$ cat src/rtl/stream_source_i64.sv
// stream_source_i64: on a start handshake, emits an arithmetic sequence of
// 64-bit elements, then an end-of-stream token, then a completion token.
module stream_source_i64 #(
    parameter int unsigned LEN_W = 32
) (
    input  logic             clock,
    input  logic             reset,
    input  logic [63:0]      cfg_start,
    input  logic [63:0]      cfg_step,
    input  logic [LEN_W-1:0] cfg_len,
    input  logic             inCtrl_valid,
    output logic             inCtrl_ready,
    output logic             out0_valid,
    input  logic             out0_ready,
    output logic [63:0]      out0_data_field0,
    output logic             out0_data_field1,
    output logic             outCtrl_valid,
    input  logic             outCtrl_ready
);

    typedef enum logic [1:0] {
        StIdle,
        StStream,
        StEos,
        StDone
    } state_e;

    localparam logic [LEN_W-1:0] LenOne = {{(LEN_W-1){1'b0}}, 1'b1};

    state_e            state_q;
    logic [63:0]       value_q;
    logic [63:0]       step_q;
    logic [LEN_W-1:0]  remain_q;

    // Sequencer: latches the configuration on start and walks the four phases.
    always_ff @(posedge clock or posedge reset) begin
        if (reset) begin
            state_q  <= StIdle;
            value_q  <= '0;
            step_q   <= '0;
            remain_q <= '0;
        end else begin
            unique case (state_q)
                StIdle: begin
                    if (inCtrl_valid) begin
                        value_q  <= cfg_start;
                        step_q   <= cfg_step;
                        remain_q <= cfg_len;
                        state_q  <= (cfg_len != '0) ? StStream : StEos;
                    end
                end
                StStream: begin
                    if (out0_ready) begin
                        value_q  <= value_q + step_q;
                        // Stops at 1, so a full-scale length never wraps the counter.
                        remain_q <= remain_q - LenOne;
                        if (remain_q == LenOne) begin
                            state_q <= StEos;
                        end
                    end
                end
                StEos: begin
                    if (out0_ready) begin
                        state_q <= StDone;
                    end
                end
                StDone: begin
                    if (outCtrl_ready) begin
                        state_q <= StIdle;
                    end
                end
                default: state_q <= StIdle;
            endcase
        end
    end

    // Outputs decode the state register only; no ready-to-output path exists.
    always_comb begin
        inCtrl_ready     = (state_q == StIdle) && !reset;
        out0_valid       = (state_q == StStream) || (state_q == StEos);
        out0_data_field1 = (state_q == StEos);
        out0_data_field0 = (state_q == StStream) ? value_q : 64'd0;
        outCtrl_valid    = (state_q == StDone);
    end

endmodule

$ cat config.mk
export PLATFORM = sky130hd
export DESIGN_NAME = stream_source_i64
export DESIGN_NICKNAME = d
export VERILOG_FILES = /design/src/rtl/stream_source_i64.sv
export SDC_FILE = /design/constraint.sdc
export NUM_CORES = 1
export LEC_CHECK = 0
export BUFFER_PORTS_ARGS = -buffer_cell sky130_fd_sc_hd__buf_4
export CORE_MARGIN = 3
export CORE_UTILIZATION = 45
export DETAILED_ROUTE_END_ITERATION = 8
export GPL_ROUTABILITY_DRIVEN = 0
export HOLD_SLACK_MARGIN = 0.15
export PLACE_DENSITY_LB_ADDON = 0.25
export SYNTH_ARGS = -nofsm -noshare
export SYNTH_HDL_FRONTEND = slang
export SYNTH_SLANG_ARGS = --single-unit
$ cat constraint.sdc
create_clock -name clock -period 12.57 [get_ports clock]
set_input_delay 1.257 -clock clock [delete_from_list [all_inputs] [get_ports clock]]
set_output_delay 1.257 -clock clock [all_outputs]
set_load 0.01 [all_outputs]
==> run_results.csv <==
group,metric,value,unit
synthesis,netlist_area,0.0116,mm2
sta,holdWs,0.507,ns
sta,skew,0.0157,ns
setup_path,crit_required,11.31,ns
synthesis,ys_types,65,
cells_and_area,area_delta_synth_final,21.9,%
flow_run,drv_cap,0,
run_status,status,"completed",
cells_and_area,drive_gt1_share,22.8,%
clocking,cts.repair.resized,0,
setup_path,cp_slowest_cell,"buf_4",
sta,slew_headroom,34.2,%
setup_path,end_kind,"output port",
global_routing,grt_usage,23.7,%
synthesis,synth_common_cells,"165 x a21oi_1, 162 x dfrtp_1, 130 x nand2_1, 114 x o21ai_0, 84 x nor2_1",
clocking,cts_buffers,17,
sta,drv_slew,0,
sta,timing_hold_violations_final,0,
synthesis,synth-edff-count,0,
synthesis,yosysMostFrequentCell,"a21oi_1",
route,wl_per_cell,18.3,um
route,drc,0,
clocking,cts_tree,"yes",
setup_path,crit_end,"out0_data_field0[10]",
cells_and_area,final_nets,1772,
global_routing,antenna_found_initial,0,
synthesis,syn_area_per_cell,8.58,um2
floorplan,start_util,46.0,%
clocking,ctsRootBufferMaster,"clkbuf_16",
power_and_ir_drop,leakage,6.44,nW
worst_hold_path,hold_path_class,"reg -> reg",
power_and_ir_drop,pwr_density_cell,318,mW/mm2
clocking,clock_latency,0.43,ns
global_routing,grt.overflow.total,0,
sta,fin_crit,4.46,ns
floorplan,ioPinCount,233,
route,drt_pre_antenna_iters,5,
setup_path,worstSetupStartpoint,"state_q[1]",
synthesis,yosysSeqAreaShare,34.9,%
place,port_buffers,232,
synthesis,synthTopCellsByArea,"dfrtp_1 35%, ha_1 7.4%, a21oi_1 7.1%, mux2_2 6.2%, o21ai_0 4.9%",
synthesis,ys.flop_type,"dfrtp_1",
clocking,clk_pin_slew,0.07,ns
global_routing,grt_pass1_vias,10400,
synthesis,async_flop_share,100,%
route,vias,10900,
sta,worst_pin_slew,0.988,ns
route,dr.first_iter.drc_count,749,
synthesis,synth_top_area_share,34.9,%
global_routing,grt_pass1_wl,54.1,mm
power_and_ir_drop,vdd_drop_max,133,uV
floorplan,std_cell_rows,58,
sta,setup_viol,0,
setup_path,cp_cell_sequence,"inv_1 > ha_4 > buf_4 > buf_4 > and2_1 > buf_4",
global_routing,grt_start_max_net_pins,105,
worst_hold_path,hold_path_depth,2,
cells_and_area,antennaDiodeCount,0,
clocking,cts_hold_buf,0,
sta,rsz0062_at_grt,"false",
setup_path,path_common_cell,"buf_4",
sta,setup_tns,0,ns
route,ant_nets,0,
place,dp_hpwl,25.3,mm
clocking,cts.sinks,162,
synthesis,synth_nets,1589,
sta,clock.fmax,224,MHz
floorplan,die_w,167,um
floorplan,die-area,0.0278,mm2
place,dpl-instance-area,0.0136,mm2
synthesis,synth_top_area_cell,"dfrtp_1",
clocking,cts_setup_buffers,0,
floorplan,die_h,167,um
setup_path,rr_endpoint,"value_q[38]",
cells_and_area,final_cell_area,0.0142,mm2
setup_path,worstPathMaxFanout,82,
setup_path,worst_setup_path_start_kind,"register",
synthesis,yosys_warnings,0,
setup_path,reg2reg_depth,12,
cells_and_area,fillers,2336,
clocking,clockBufferDepth,2,
clocking,htreeDepth,4,
synthesis,ys_seq_elements,162,
setup_path,r2r_start,"value_q[0]",
power_and_ir_drop,power,4.50,mW
setup_path,max_stage_delay,0.77,ns
sta,period_share,35.5,%
setup_path,worst-r2r-setup-slack,8.62,ns
floorplan,core-area,0.0253,mm2
route,wirelength,34.3,mm
setup_path,critPathArrivalTime,3.21,ns
synthesis,synthCells,1354,
route,vias_per_cell,5.80,
setup_path,critPathKind,"reg -> out",
## power breakdown
| group | switching, mW | internal [mW] | total, mW |
|---|---|---|---|
| Clock | 0.224 | 0.324 | 0.547 |
| Sequential | 0.229 | 0.794 | 1.02 |
| Combinational | 1.70 | 1.23 | 2.93 |
## metrics by stage
step / instances / utilization, % / setup slack (ns)
3_5_place_dp: 1848 / 53.7 / 8.57
5_1_grt: 1879 / 56.1 / 7.87
4_1_cts: 1879 / 56.1 / 8.11
2_1_floorplan: 1354 / - / 6.94
3_3_place_gp: 1848 / 53.7 / 8.65
6_report: 1879 / 56.1 / 8.11
## cell usage in the layout, fill, tap and decap left out, drive strengths merged, types with 5 or more instances in the layout
| cell | synthesis | routed |
|---|---|---|
| dfrtp | 162 | 162 |
| nand2b | 12 | 12 |
| nor2b | 8 | 8 |
| a21oi | 165 | 165 |
| o211ai | 9 | 9 |
| nand3 | 20 | 20 |
| nand2 | 130 | 130 |
| and2 | 75 | 75 |
| o21ai | 118 | 118 |
| o21a | 13 | 13 |
| a221oi | 5 | 5 |
| clkbuf | 57 | 20 |
| a21o | 35 | 35 |
| o32ai | 5 | 5 |
| buf | 17 | 238 |
| and3 | 25 | 25 |
| or2 | 5 | 5 |
| o22ai | 13 | 13 |
| ha | 69 | 69 |
| nor2 | 84 | 84 |
| xor2 | 26 | 26 |
| mux2i | 32 | 32 |
| a31oi | 11 | 11 |
| nor3 | 23 | 23 |
| or4 | 5 | 5 |
| or3 | 8 | 8 |
| inv | 26 | 28 |
| a211oi | 9 | 9 |
| xnor2 | 29 | 29 |
| nand4 | 24 | 24 |
| nor4 | 13 | 13 |
| o21bai | 11 | 11 |
| mux2 | 64 | 64 |
## flip-flops by register name (all words and copies together), names as in the netlist
register	cells
step_q	64
value_q	64
remain_q	32
state_q	2
## how the worst min path moves through the flow
stage	slack [ns]	to	start
floorplan	0.47	value_q[0]	value_q[0]
CTS	0.51	remain_q[1]	remain_q[1]
global placement	0.49	value_q[34]	value_q[34]
global route	0.52	step_q[11]	step_q[11]
detailed placement	0.50	value_q[0]	value_q[0]
finish	0.51	remain_q[1]	remain_q[1]
## worst max-delay path: cells and delay by family (launching register included)
kind / cells / cell delay (ns)
adders and majority gates: 1 / 0.54
buffers and inverters: 4 / 1.52
DFF: 1 / 0.42
and+or+nand+nor: 1 / 0.20
## area by class of cell
cell class / instances / area [um2] / share of cell area, %
multi-input cells: 1092 / 7210 / 50.8
well taps: 330 / 413 / 2.91
clock buffers: 20 / 457 / 3.22
repair buffers: 238 / 1790 / 12.6
flip-flops and latches: 162 / 4050 / 28.6
inverters: 26 / 103 / 0.724
clock inverters: 11 / 153 / 1.08
## per-layer routing
layer,GRT usage [%],wire length [um],share of wire (%)
met5,0,0,0
met1,33.3,15600,45
met4,6.99,855,2.5
met2,38.2,15900,46
met3,3.32,2030,5.9
## logic make-up (layout without fill, tap and decap cells)
| group | Yosys count | count (layout) | synth area share (%) |
|---|---|---|---|
| mux | 96 | 96 | 8.96 |
| xor+xnor | 55 | 55 | 4.14 |
| flops | 162 | 162 | 34.9 |
| compound gates | 430 | 430 | 22.2 |
| buf+inv | 100 | 295 | 3.38 |
| fa+ha+maj | 70 | 70 | 7.60 |
| simple gates | 441 | 441 | 18.9 |
No activity file was read; power rests on OpenSTA's default activity.
